### config.mk
export PLATFORM = sky130hd
export DESIGN_NAME = fp16_sqrt_result_stage_flat
export DESIGN_NICKNAME = d
export VERILOG_FILES = /design/src/rtl/fp16_sqrt_pkg.sv /design/src/rtl/fp16_sqrt_result_stage_if.sv /design/src/rtl/fp16_sqrt_round_pack.sv /design/src/rtl/mux2_n.sv /design/src/rtl/register_n.sv /design/src/rtl/fp16_sqrt_result_stage.sv /design/src/flat_wrapper.sv
export SDC_FILE = /design/constraint.sdc
export NUM_CORES = 1
export LEC_CHECK = 0
export CAP_MARGIN = 20
export CORE_MARGIN = 10
export CORE_UTILIZATION = 35
export CTS_BUF_LIST = sky130_fd_sc_hd__clkbuf_4 sky130_fd_sc_hd__clkbuf_8
export CTS_CLUSTER_SIZE = 8
export DETAILED_ROUTE_END_ITERATION = 16
export GPL_ROUTABILITY_DRIVEN = 0
export GPL_TIMING_DRIVEN = 0
export RECOVER_POWER = 50
export REMOVE_ABC_BUFFERS = 1
export SYNTH_ARGS = -nofsm -noshare
export SYNTH_HDL_FRONTEND = slang
export SYNTH_SLANG_ARGS = --single-unit
### constraint.sdc
create_clock -name clk -period 5.4 [get_ports clk]
set_clock_uncertainty 0.1 [all_clocks]
set_input_delay 1.08 -clock clk [delete_from_list [all_inputs] [get_ports clk]]
set_output_delay 1.08 -clock clk [all_outputs]
set_load 0.01 [all_outputs]
### src/rtl/fp16_sqrt_pkg.sv
// Shared types and constants for the FP16 square-root unit.
package fp16_sqrt_pkg;

  localparam int FP16_BIAS = 15;
  localparam logic [15:0] FP16_PINF = 16'h7C00;
  localparam logic [15:0] FP16_QNAN = 16'h7E00;
  localparam int ROOT_W = 12;
  localparam int EXP_W = 7;

  typedef struct packed {
    logic [15:0] data;
    logic        inexact;
  } sqrt_res_t;

  typedef enum logic [1:0] {
    OCC_EMPTY = 2'd0,
    OCC_ONE   = 2'd1,
    OCC_TWO   = 2'd2
  } occ_e;

endpackage

### src/rtl/fp16_sqrt_result_stage_if.sv
// Result-stage bus: finished root fields in, packed FP16 word out, both valid/ready.
interface fp16_sqrt_result_stage_if;
  import fp16_sqrt_pkg::*;

  logic             in_valid;
  logic             in_ready;
  logic             in_sign;
  logic [EXP_W-1:0] in_exp;
  logic [ROOT_W-1:0] in_root;
  logic             in_rem_nz;
  logic             in_is_nan;
  logic             in_is_inf;
  logic             in_is_zero;
  logic [9:0]       in_nan_mant;
  logic             out_valid;
  logic             out_ready;
  logic [15:0]      out_data;
  logic             out_inexact;

  modport master (
    output in_valid, in_sign, in_exp, in_root, in_rem_nz,
           in_is_nan, in_is_inf, in_is_zero, in_nan_mant, out_ready,
    input  in_ready, out_valid, out_data, out_inexact
  );

  modport slave (
    input  in_valid, in_sign, in_exp, in_root, in_rem_nz,
           in_is_nan, in_is_inf, in_is_zero, in_nan_mant, out_ready,
    output in_ready, out_valid, out_data, out_inexact
  );

endinterface

### src/rtl/fp16_sqrt_round_pack.sv
// Round-to-nearest-even (or truncate) and FP16 packing of a finished root; zero latency.
module fp16_sqrt_round_pack
  import fp16_sqrt_pkg::*;
#(
  parameter bit ROUND_EN = 1'b1
) (
  input  logic                    in_sign,
  input  logic signed [EXP_W-1:0] in_exp,
  input  logic [ROOT_W-1:0]       in_root,
  input  logic                    in_rem_nz,
  input  logic                    in_is_nan,
  input  logic                    in_is_inf,
  input  logic                    in_is_zero,
  input  logic [9:0]              in_nan_mant,
  output sqrt_res_t               res
);

  logic                    guard_bit;
  logic                    round_up;
  logic [10:0]             low_sum;
  logic                    carry;
  logic [9:0]              frac;
  logic signed [EXP_W-1:0] eb;
  logic                    special;

  // The fraction add only carries out of the hidden bit when the whole
  // significand is all ones, which leaves frac at zero on its own.
  always_comb begin
    guard_bit = in_root[0];
    round_up  = ROUND_EN & guard_bit & (in_rem_nz | in_root[1]);
    low_sum   = {1'b0, in_root[10:1]} + {10'b0, round_up};
    frac      = low_sum[9:0];
    carry     = in_root[11] & low_sum[10];
    eb        = in_exp + $signed(7'(FP16_BIAS)) + $signed({6'b0, carry});
    special   = in_is_nan | in_is_inf | in_is_zero;
  end

  always_comb begin
    res.inexact = (guard_bit | in_rem_nz) & ~special;
    if (in_is_nan)         res.data = {in_sign, 5'b11111, in_nan_mant};
    else if (in_is_inf)    res.data = FP16_PINF;
    else if (in_is_zero)   res.data = {in_sign, 15'b0};
    else if (eb >= 7'sd31) res.data = FP16_PINF;
    else if (eb <= 7'sd0)  res.data = {in_sign, 15'b0};
    else                   res.data = {1'b0, eb[4:0], frac};
  end

endmodule

### src/rtl/mux2_n.sv
// N-bit two-way multiplexer; sel=1 picks b. Purely combinational.
module mux2_n #(
  parameter int N = 8
) (
  input  logic [N-1:0] a,
  input  logic [N-1:0] b,
  input  logic         sel,
  output logic [N-1:0] y
);

  assign y = sel ? b : a;

endmodule

### src/rtl/register_n.sv
// N-bit enabled register with asynchronous active-high reset to RST_VAL.
module register_n #(
  parameter int          N       = 8,
  parameter logic [N-1:0] RST_VAL = '0
) (
  input  logic         clk,
  input  logic         rst,
  input  logic         en,
  input  logic [N-1:0] d,
  output logic [N-1:0] q
);

  always_ff @(posedge clk or posedge rst) begin
    if (rst)     q <= RST_VAL;
    else if (en) q <= d;
  end

endmodule

### src/rtl/fp16_sqrt_result_stage.sv
// FP16 sqrt output stage: round/pack then a 2-slot skid buffer; result valid one edge after accept.
// in_ready is registered and drops only once the skid slot fills under out_ready backpressure.
module fp16_sqrt_result_stage
  import fp16_sqrt_pkg::*;
#(
  parameter bit ROUND_EN = 1'b1
) (
  input  logic                     clk,
  input  logic                     rst,
  fp16_sqrt_result_stage_if.slave  bus
);

  localparam int RES_W = $bits(sqrt_res_t);

  sqrt_res_t new_res;
  sqrt_res_t main_d;
  sqrt_res_t main_q;
  sqrt_res_t skid_q;
  occ_e      state_q;
  occ_e      state_d;
  logic      in_ready_q;
  logic      accept;
  logic      drain;
  logic      main_en;
  logic      skid_en;

  fp16_sqrt_round_pack #(.ROUND_EN(ROUND_EN)) u_round_pack (
    .in_sign     (bus.in_sign),
    .in_exp      (bus.in_exp),
    .in_root     (bus.in_root),
    .in_rem_nz   (bus.in_rem_nz),
    .in_is_nan   (bus.in_is_nan),
    .in_is_inf   (bus.in_is_inf),
    .in_is_zero  (bus.in_is_zero),
    .in_nan_mant (bus.in_nan_mant),
    .res         (new_res)
  );

  assign accept = bus.in_valid & in_ready_q;
  assign drain  = bus.out_valid & bus.out_ready;

  always_ff @(posedge clk or posedge rst) begin
    if (rst) state_q <= OCC_EMPTY;
    else     state_q <= state_d;
  end

  always_comb begin
    state_d = state_q;
    main_en = 1'b0;
    skid_en = 1'b0;
    case (state_q)
      OCC_EMPTY: begin
        if (accept) begin
          main_en = 1'b1;
          state_d = OCC_ONE;
        end
      end
      OCC_ONE: begin
        if (accept && drain) begin
          main_en = 1'b1;
        end else if (accept) begin
          skid_en = 1'b1;
          state_d = OCC_TWO;
        end else if (drain) begin
          state_d = OCC_EMPTY;
        end
      end
      OCC_TWO: begin
        if (drain) begin
          main_en = 1'b1;
          state_d = OCC_ONE;
        end
      end
      default: state_d = OCC_EMPTY;
    endcase
  end

  // In TWO no accept can happen, so main only ever refills from skid there.
  mux2_n #(.N(RES_W)) u_main_mux (
    .a   (new_res),
    .b   (skid_q),
    .sel (state_q == OCC_TWO),
    .y   (main_d)
  );

  register_n #(.N(RES_W)) u_main_reg (
    .clk (clk), .rst (rst), .en (main_en), .d (main_d), .q (main_q)
  );

  register_n #(.N(RES_W)) u_skid_reg (
    .clk (clk), .rst (rst), .en (skid_en), .d (new_res), .q (skid_q)
  );

  register_n #(.N(1), .RST_VAL(1'b1)) u_ready_reg (
    .clk (clk), .rst (rst), .en (1'b1), .d (state_d != OCC_TWO), .q (in_ready_q)
  );

  assign bus.in_ready    = in_ready_q;
  assign bus.out_valid   = (state_q != OCC_EMPTY);
  assign bus.out_data    = main_q.data;
  assign bus.out_inexact = main_q.inexact;

endmodule

### src/flat_wrapper.sv
// flat-port wrapper written by rule: the top's interface ports become plain ports
module fp16_sqrt_result_stage_flat import fp16_sqrt_pkg::*;
#(
  parameter bit ROUND_EN = 1'b1
)
  (clk, rst, bus_in_valid, bus_in_sign, bus_in_exp, bus_in_root, bus_in_rem_nz, bus_in_is_nan, bus_in_is_inf, bus_in_is_zero, bus_in_nan_mant, bus_out_ready, bus_in_ready, bus_out_valid, bus_out_data, bus_out_inexact);
  fp16_sqrt_result_stage_if bus_i ();
  input  logic clk;
  input  logic rst;
  input wire logic [$bits(bus_i.in_valid)-1:0] bus_in_valid;
  input wire logic [$bits(bus_i.in_sign)-1:0] bus_in_sign;
  input wire logic [$bits(bus_i.in_exp)-1:0] bus_in_exp;
  input wire logic [$bits(bus_i.in_root)-1:0] bus_in_root;
  input wire logic [$bits(bus_i.in_rem_nz)-1:0] bus_in_rem_nz;
  input wire logic [$bits(bus_i.in_is_nan)-1:0] bus_in_is_nan;
  input wire logic [$bits(bus_i.in_is_inf)-1:0] bus_in_is_inf;
  input wire logic [$bits(bus_i.in_is_zero)-1:0] bus_in_is_zero;
  input wire logic [$bits(bus_i.in_nan_mant)-1:0] bus_in_nan_mant;
  input wire logic [$bits(bus_i.out_ready)-1:0] bus_out_ready;
  output wire logic [$bits(bus_i.in_ready)-1:0] bus_in_ready;
  output wire logic [$bits(bus_i.out_valid)-1:0] bus_out_valid;
  output wire logic [$bits(bus_i.out_data)-1:0] bus_out_data;
  output wire logic [$bits(bus_i.out_inexact)-1:0] bus_out_inexact;
  assign bus_i.in_valid = bus_in_valid;
  assign bus_i.in_sign = bus_in_sign;
  assign bus_i.in_exp = bus_in_exp;
  assign bus_i.in_root = bus_in_root;
  assign bus_i.in_rem_nz = bus_in_rem_nz;
  assign bus_i.in_is_nan = bus_in_is_nan;
  assign bus_i.in_is_inf = bus_in_is_inf;
  assign bus_i.in_is_zero = bus_in_is_zero;
  assign bus_i.in_nan_mant = bus_in_nan_mant;
  assign bus_i.out_ready = bus_out_ready;
  assign bus_in_ready = bus_i.in_ready;
  assign bus_out_valid = bus_i.out_valid;
  assign bus_out_data = bus_i.out_data;
  assign bus_out_inexact = bus_i.out_inexact;
  fp16_sqrt_result_stage #(.ROUND_EN(ROUND_EN)) u_core (.clk(clk), .rst(rst), .bus(bus_i));
endmodule
# ---- Word-level counts from Yosys, hierarchy flattened
# Index checks and enable logic that the tools add are counted.
dict set report word_totals {
  n_memories 0
  ff_bits 37
  in_bits 38
  word_cells 43
  rom_bits 0
  latch_bits 0
  mem_bits_rw 0
  output_inout_bits 19
}
dict set report op_classes {
  n_eq_ne 3
  n_shift 0
  n_bitwise 10
  n_reduce_logical 3
  add_sub_neg 3
  n_mux 18
  div 0
  order_cmp 2
  multipliers 0
}
# op n
set op_table {}
lappend op_table {{16-bit 2-to-1 mux} 5}
lappend op_table {{17-bit 2-to-1 mux} 1}
lappend op_table {{10-bit by 1-bit adder with 11-bit output} 1}
lappend op_table {{2-bit 2-to-1 mux} 5}
lappend op_table {{7-bit by 2-bit adder with 7-bit output} 1}
lappend op_table {{7-bit by 5-bit adder with 7-bit output (second input constant)} 1}
lappend op_table {{7-bit by 6-bit >= comparator with 1-bit output (second input constant)} 1}
lappend op_table {{7-bit by 1-bit less-or-equal comparator with 1-bit output (second input constant)} 1}
lappend op_table {{2-bit one-hot mux with 3 select lines} 1}
lappend op_table {{1-bit bitwise AND} 5}
lappend op_table {{1-bit 2-to-1 mux} 5}
lappend op_table {{1-bit bitwise OR} 4}
lappend op_table {{1-bit one-hot mux with 3 select lines} 1}
lappend op_table {{2-bit by 1-bit == test with 1-bit output (second input constant)} 1}
lappend op_table {{2-bit == test (second input constant)} 1}
lappend op_table {{2-bit zero test} 1}
lappend op_table {{2-bit inequality test (second input constant)} 1}
lappend op_table {{2-bit nonzero test} 1}
lappend op_table {{1-bit logical AND} 1}
lappend op_table {{1-bit inverter} 1}

# ---- Longest topological paths before layout
dict set report logic_depth {
  depth_word 12
  ltp_mapped 13
  depth_no_buf 12
}

# ---- Hierarchy
# A second synthesis with hierarchy kept.
dict set report unflattened {
  hier_cells 203
  hier_area_um2 2449.8
}
# mod instances area_per_inst_um2 cells_per_inst seq_area_each_um2
set modules_own_cells {}
lappend modules_own_cells {{register_n (u_core.u_main_reg ...)} 2 689.4 37 425.4}
lappend modules_own_cells {fp16_sqrt_round_pack 1 613.1 88 0.0}
lappend modules_own_cells {mux2_n 1 260.2 19 0.0}
lappend modules_own_cells {fp16_sqrt_result_stage 1 152.6 19 50.0}
lappend modules_own_cells {{register_n (u_core.u_ready_reg)} 1 45.0 3 26.3}

# ---- Least setup slack after synthesis
# Ideal clock, no wire load.
dict set report synth_timing {
  path_type {input to register}
  from {input port bus_in_root[1]}
  to {register u_core.u_main_reg.q[2]}
  required_time_ns 5.218
  path_buffers 1
  t_arrival_ns 3.555
  path_slack_ns 1.663
  setup_time_ns 0.082
  stages 13
  path_cell_list {and2_1 -> ha_1 -> and3_1 -> nand4_1 -> ha_1 -> ha_1 -> nor3b_2 -> o21ai_0 -> or3b_4 -> nor4_4 -> buf_4 -> nand2_1 -> a31oi_1}
}
dict set report synth_via {
  elab_chain_cells 12
  elab_cells_between_ends 13
  cone_classes {add/sub (2); order compare (2); mux (6); bitwise (3)}
}
# item line
set synth_rtl {}
lappend synth_rtl {{from (decl)} flat_wrapper.sv:13} ;# input wire logic [$bits(bus_i.in_root)-1:0] bus_in_root;
lappend synth_rtl {{1-bit bitwise OR} fp16_sqrt_round_pack.sv:30} ;# round_up = ROUND_EN & guard_bit & (in_rem_nz | in_root[1]);
lappend synth_rtl {{1-bit bitwise AND} fp16_sqrt_round_pack.sv:30}
lappend synth_rtl {{10-bit by 1-bit adder with 11-bit output *} fp16_sqrt_round_pack.sv:31} ;# low_sum = {1'b0, in_root[10:1]} + {10'b0, round_up};
lappend synth_rtl {{1-bit bitwise AND} fp16_sqrt_round_pack.sv:33} ;# carry = in_root[11] & low_sum[10];
lappend synth_rtl {{7-bit by 2-bit adder with 7-bit output} fp16_sqrt_round_pack.sv:34} ;# eb = in_exp + $signed(7'(FP16_BIAS)) + $signed({6'b0, carry});
lappend synth_rtl {{7-bit by 1-bit less-or-equal comparator with 1-bit output} fp16_sqrt_round_pack.sv:44} ;# else if (eb <= 7'sd0) res.data = {in_sign, 15'b0};
lappend synth_rtl {{16-bit 2-to-1 mux} fp16_sqrt_round_pack.sv:44}
lappend synth_rtl {{16-bit 2-to-1 mux *} fp16_sqrt_round_pack.sv:43} ;# else if (eb >= 7'sd31) res.data = FP16_PINF;
lappend synth_rtl {{16-bit 2-to-1 mux *} fp16_sqrt_round_pack.sv:42} ;# else if (in_is_zero) res.data = {in_sign, 15'b0};
lappend synth_rtl {{16-bit 2-to-1 mux *} fp16_sqrt_round_pack.sv:41} ;# else if (in_is_inf) res.data = FP16_PINF;
lappend synth_rtl {{16-bit 2-to-1 mux *} fp16_sqrt_round_pack.sv:40} ;# if (in_is_nan) res.data = {in_sign, 5'b11111, in_nan_mant};
lappend synth_rtl {{17-bit 2-to-1 mux *} mux2_n.sv:11} ;# assign y = sel ? b : a;
lappend synth_rtl {{to (signal assigned)} register_n.sv:14} ;# if (rst) q <= RST_VAL;
lappend synth_rtl {{to (signal assigned)} register_n.sv:15} ;# else if (en) q <= d;
lappend synth_rtl {{to (decl)} register_n.sv:10} ;# output logic [N-1:0] q
# Every way passes the cells marked *; elsewhere a longest branch is shown, timed or not.
# A chain may end at the register's enable or synchronous reset.

# ---- Worst setup path after layout
dict set report layout_timing {
  from {input port bus_in_root[0]}
  to {register u_core.u_skid_reg.q[1]}
}
dict set report layout_via {
  elab_chain_cells 10
  elab_cells_between_ends 11
  cone_classes {add/sub (2); order compare (2); mux (5); bitwise (2)}
}
# item line
set layout_rtl {}
lappend layout_rtl {{1-bit bitwise AND *} fp16_sqrt_round_pack.sv:30}
lappend layout_rtl {{10-bit by 1-bit adder with 11-bit output *} fp16_sqrt_round_pack.sv:31}
lappend layout_rtl {{1-bit bitwise AND} fp16_sqrt_round_pack.sv:33}
lappend layout_rtl {{7-bit by 2-bit adder with 7-bit output} fp16_sqrt_round_pack.sv:34}
lappend layout_rtl {{7-bit by 1-bit less-or-equal comparator with 1-bit output} fp16_sqrt_round_pack.sv:44}
lappend layout_rtl {{16-bit 2-to-1 mux} fp16_sqrt_round_pack.sv:44}
lappend layout_rtl {{16-bit 2-to-1 mux *} fp16_sqrt_round_pack.sv:43}
lappend layout_rtl {{16-bit 2-to-1 mux *} fp16_sqrt_round_pack.sv:42}
lappend layout_rtl {{16-bit 2-to-1 mux *} fp16_sqrt_round_pack.sv:41}
lappend layout_rtl {{16-bit 2-to-1 mux *} fp16_sqrt_round_pack.sv:40}
lappend layout_rtl {{to (signal assigned)} register_n.sv:14}
lappend layout_rtl {{to (signal assigned)} register_n.sv:15}
lappend layout_rtl {{to (decl)} register_n.sv:10}
# Marks and branches as above.

==> run summary <==
Slowest stage delay, CP: 0.66 ns
Power share of the combinational group: 0.420
Dominant cells by area after synthesis: dfrtp_1 42%, nand2_1 6.1%, a31oi_1 5.5%
Share of cells above drive strength 1: 0.0590
Post-CTS sizing: 0
Total grt overflow: 0
Register area share after synthesis: 0.431
Cell Int Power: 748 µW
Vias in the first global route: 2003
Slew margin rel.: 0.0573
Most frequent CP cell: ha_1
FF-to-FF Start: u_core.state_q[1]
Nets: 345
Root buffer cell: clkbuf_8
Clock transition at path regs: 0.07 ns
Highest achievable clock rate: 0.216 GHz
Distinct cell type count after synthesis: 42
Cell count after synthesis: 252
Fin util: 0.480
Worst r2r path cells: 6
Status: completed
Pre-CTS setup slack: 0.446 ns
VDD IR-drop max: 0.183 mV
Hold-fix buffers, CTS: 0
Yosys reg bits: 37
Vias/cell: 5.21
Worst path required time: 5.51 ns
Sw Pwr: 401 µW
Setup repair after global routing missed its margin: no
Predominant post-synthesis flop cell: dfrtp_1
Arr. time, crit path: 4.74 ns
Synthesized area: 0.00215 mm²
Clock power share: 0.165
Tot GR Track Use: 0.122
Skew-Pair Late Insertion Delay: 0.28 ns
RR Endpoint: u_core.u_main_reg.q[14]
Sw frac: 0.349
IO buf count: 56
Initial DRT Pass Iterations: 4
Slowest-stage cell, CP: nor4_4
Period utilization: 0.857
Post-synth EDFFs: 0
Period minus WS final: 4.63 ns
Drt initial violations: 101
Cell Chain, Critical Path: clkdlybuf4s50_1, and2_1, ha_1, and3_1, nand4_1, ha_1, ha_1, nor3b_2, o21ai_0, or3b_4, nor4_4, nand2_1, a31oi_1
Post-route setup slack: 0.770 ns
Synth-to-Final Area Change: 32.9%
Clock tree buffer depth: 2
Fin. Hold Viols: 0
FF-to-FF setup slack: 2.87 ns
Die footprint: 0.00969 mm²
WL final: 5950 µm
WHS Path Cells: 1
Detailed Place HPWL: 4460 µm
Starting Density: 0.361
DR vias: 1978
Top-area cell type share of the netlist area: 0.419
Initial antenna violation count: 0
WHS Endpoint: u_core.u_skid_reg.q[0]
Final setup vio count: 0
Diode count: 0
HP Class: reg -> reg
Postcts setup bufs: 0
Routed Antenna Nets: 0
Inserted Clock Buffers: 5
Mapped Avg Cell Area: 8.54 µm²
Top Ports: 57
MaxCap Viol Count: 0
Slew at the pin with the worst max-slew slack: 1.41 ns
Worst setup EP type: register
Hold Slack: 0.412 ns
Crit Path Category: in -> reg
Crit path max fanout: 13
DIE HEIGHT: 98.4 µm
Startpoint Class: input port
Setup TNS: 0 ns
Clock sinks: 37
Fillcell total: 617
Pleak: 1.15 nW
Power Density: 402 mW/mm²
Site row count: 28
Sequential Power Share: 0.416
Width of the die: 98.4 µm
DRC: 0
Largest net degree at the start of global routing: 38
Core area: 0.00596 mm²
Synth warnings: 0
Async SR Flop Fraction: 1.00
CTS H-Tree Depth: 2
Global-route wire length before repair: 9940 µm
Hold_sp: u_core.u_skid_reg.q[0]
Synth area leader: dfrtp_1
CTS tree: built
Routed WL per cell: 15.7 µm
Max-slew violations: 0
## logic make-up (layout without fill, tap and decap cells)
| logic type | count (synthesis) | in the layout | synth area share |
|---|---|---|---|
| adders and majority gates | 3 | 3 | 0.0174 |
| AOI/OAI and AO/OA | 69 | 69 | 0.202 |
| DFF | 37 | 37 | 0.431 |
| buffers and inverters | 19 | 72 | 0.0355 |
| and+or+nand+nor | 107 | 107 | 0.244 |
| muxes | 2 | 2 | 0.00988 |
| xor gates and xnor gates | 15 | 15 | 0.0610 |
## critical path: cells and delay by family
kind                     cells  cell delay, ns
AO/OA/AOI/OAI                2            0.35
adder cells (fa/ha/maj)      3            0.70
buffers and inverters        1            0.51
AND/OR/NAND/NOR              7            2.08
## power by group through the flow
stage          clock, mW  sequential [mW]  combinational, mW
4_1_cts            0.195            0.479              0.498
3_3_place_gp           0            0.481              0.489
5_1_grt            0.206            0.495              0.541
3_5_place_dp           0            0.484              0.497
2_1_floorplan          0            0.499              0.235
6_report           0.189            0.477              0.482
## how the worst max path moves through the flow
stage                               from                 endpoint  slack, ns  cells past startpoint
after CTS                 bus_in_root[0]  u_core.u_skid_reg.q[10]       0.74                     13
final                     bus_in_root[0]   u_core.u_skid_reg.q[1]       0.77                     13
after global placement    bus_in_root[0]   u_core.u_skid_reg.q[1]       0.46                     13
after detailed placement  bus_in_root[0]  u_core.u_skid_reg.q[10]       0.45                     13
after global routing      bus_in_root[0]  u_core.u_main_reg.q[10]       0.47                     13
after floorplan           bus_in_root[1]   u_core.u_main_reg.q[6]       1.56                     12
## cell usage after synthesis, types with 6 or more instances
cell type and count:
a21oi_1 14, a31oi_1 19, clkbuf_1 10, dfrtp_1 36, inv_1 7, nand2_1 35
nand3_1 9, nor2_1 31, o21ai_0 10, o31ai_1 7, or3_1 8, xnor2_1 9
xor2_1 6
## layout make-up
cell class / count / area (µm²) / area share
flip-flops and latches: 37 / 927 / 0.324
clock inverters: 2 / 10.0 / 0.00350
repair buffers: 57 / 576 / 0.201
well taps: 75 / 93.8 / 0.0328
multi-input cells: 196 / 1150 / 0.402
inverters: 7 / 26.3 / 0.00919
clock buffers: 6 / 76.3 / 0.0267
## layer usage
layer,vias to the layer above,routed length [µm],track usage
li1,994,-,-
met1,929,2820,0.156
met2,53,2730,0.196
met3,2,365,0.0328
met4,0,40,0.0331
met5,-,0,0
## cell usage in the layout (no fill, tap or decap), drive strengths merged, types with 2 or more instances in the layout
master         instances
nand2                 35
clkdlybuf4s50         48
xor2                   6
or3                    8
clkinv                 2
nor3b                  4
xnor2                  9
ha                     3
o41ai                  2
o31ai                  7
nor3                   2
nor2b                  4
and3                   5
or2                    2
nor2                  31
dfrtp                 36
nand3                  9
clkbuf                 6
a221oi                 2
o211ai                 2
inv                    7
o21ai                 15
a21oi                 14
dlygate4sd3            8
a21o                   2
o22ai                  2
a31oi                 19
a31o                   2
## state kept, by name, indices dropped and copies added (netlist names)
register,count
u_core.u_main_reg.q,17
u_core.u_skid_reg.q,17
u_core.state_q,2
u_core.u_ready_reg.q,1
## per-stage QoR
stage / cells / instance area, µm² / total power [mW]
final: 380 / 2860 / 1.15
after global routing: 380 / 2860 / 1.24
after CTS: 380 / 2860 / 1.17
after detailed placement: 372 / 2770 / 0.981
after global placement: 371 / 2760 / 0.970
after floorplan: 240 / 2100 / 0.734
Power figures use the tool's default switching activity.
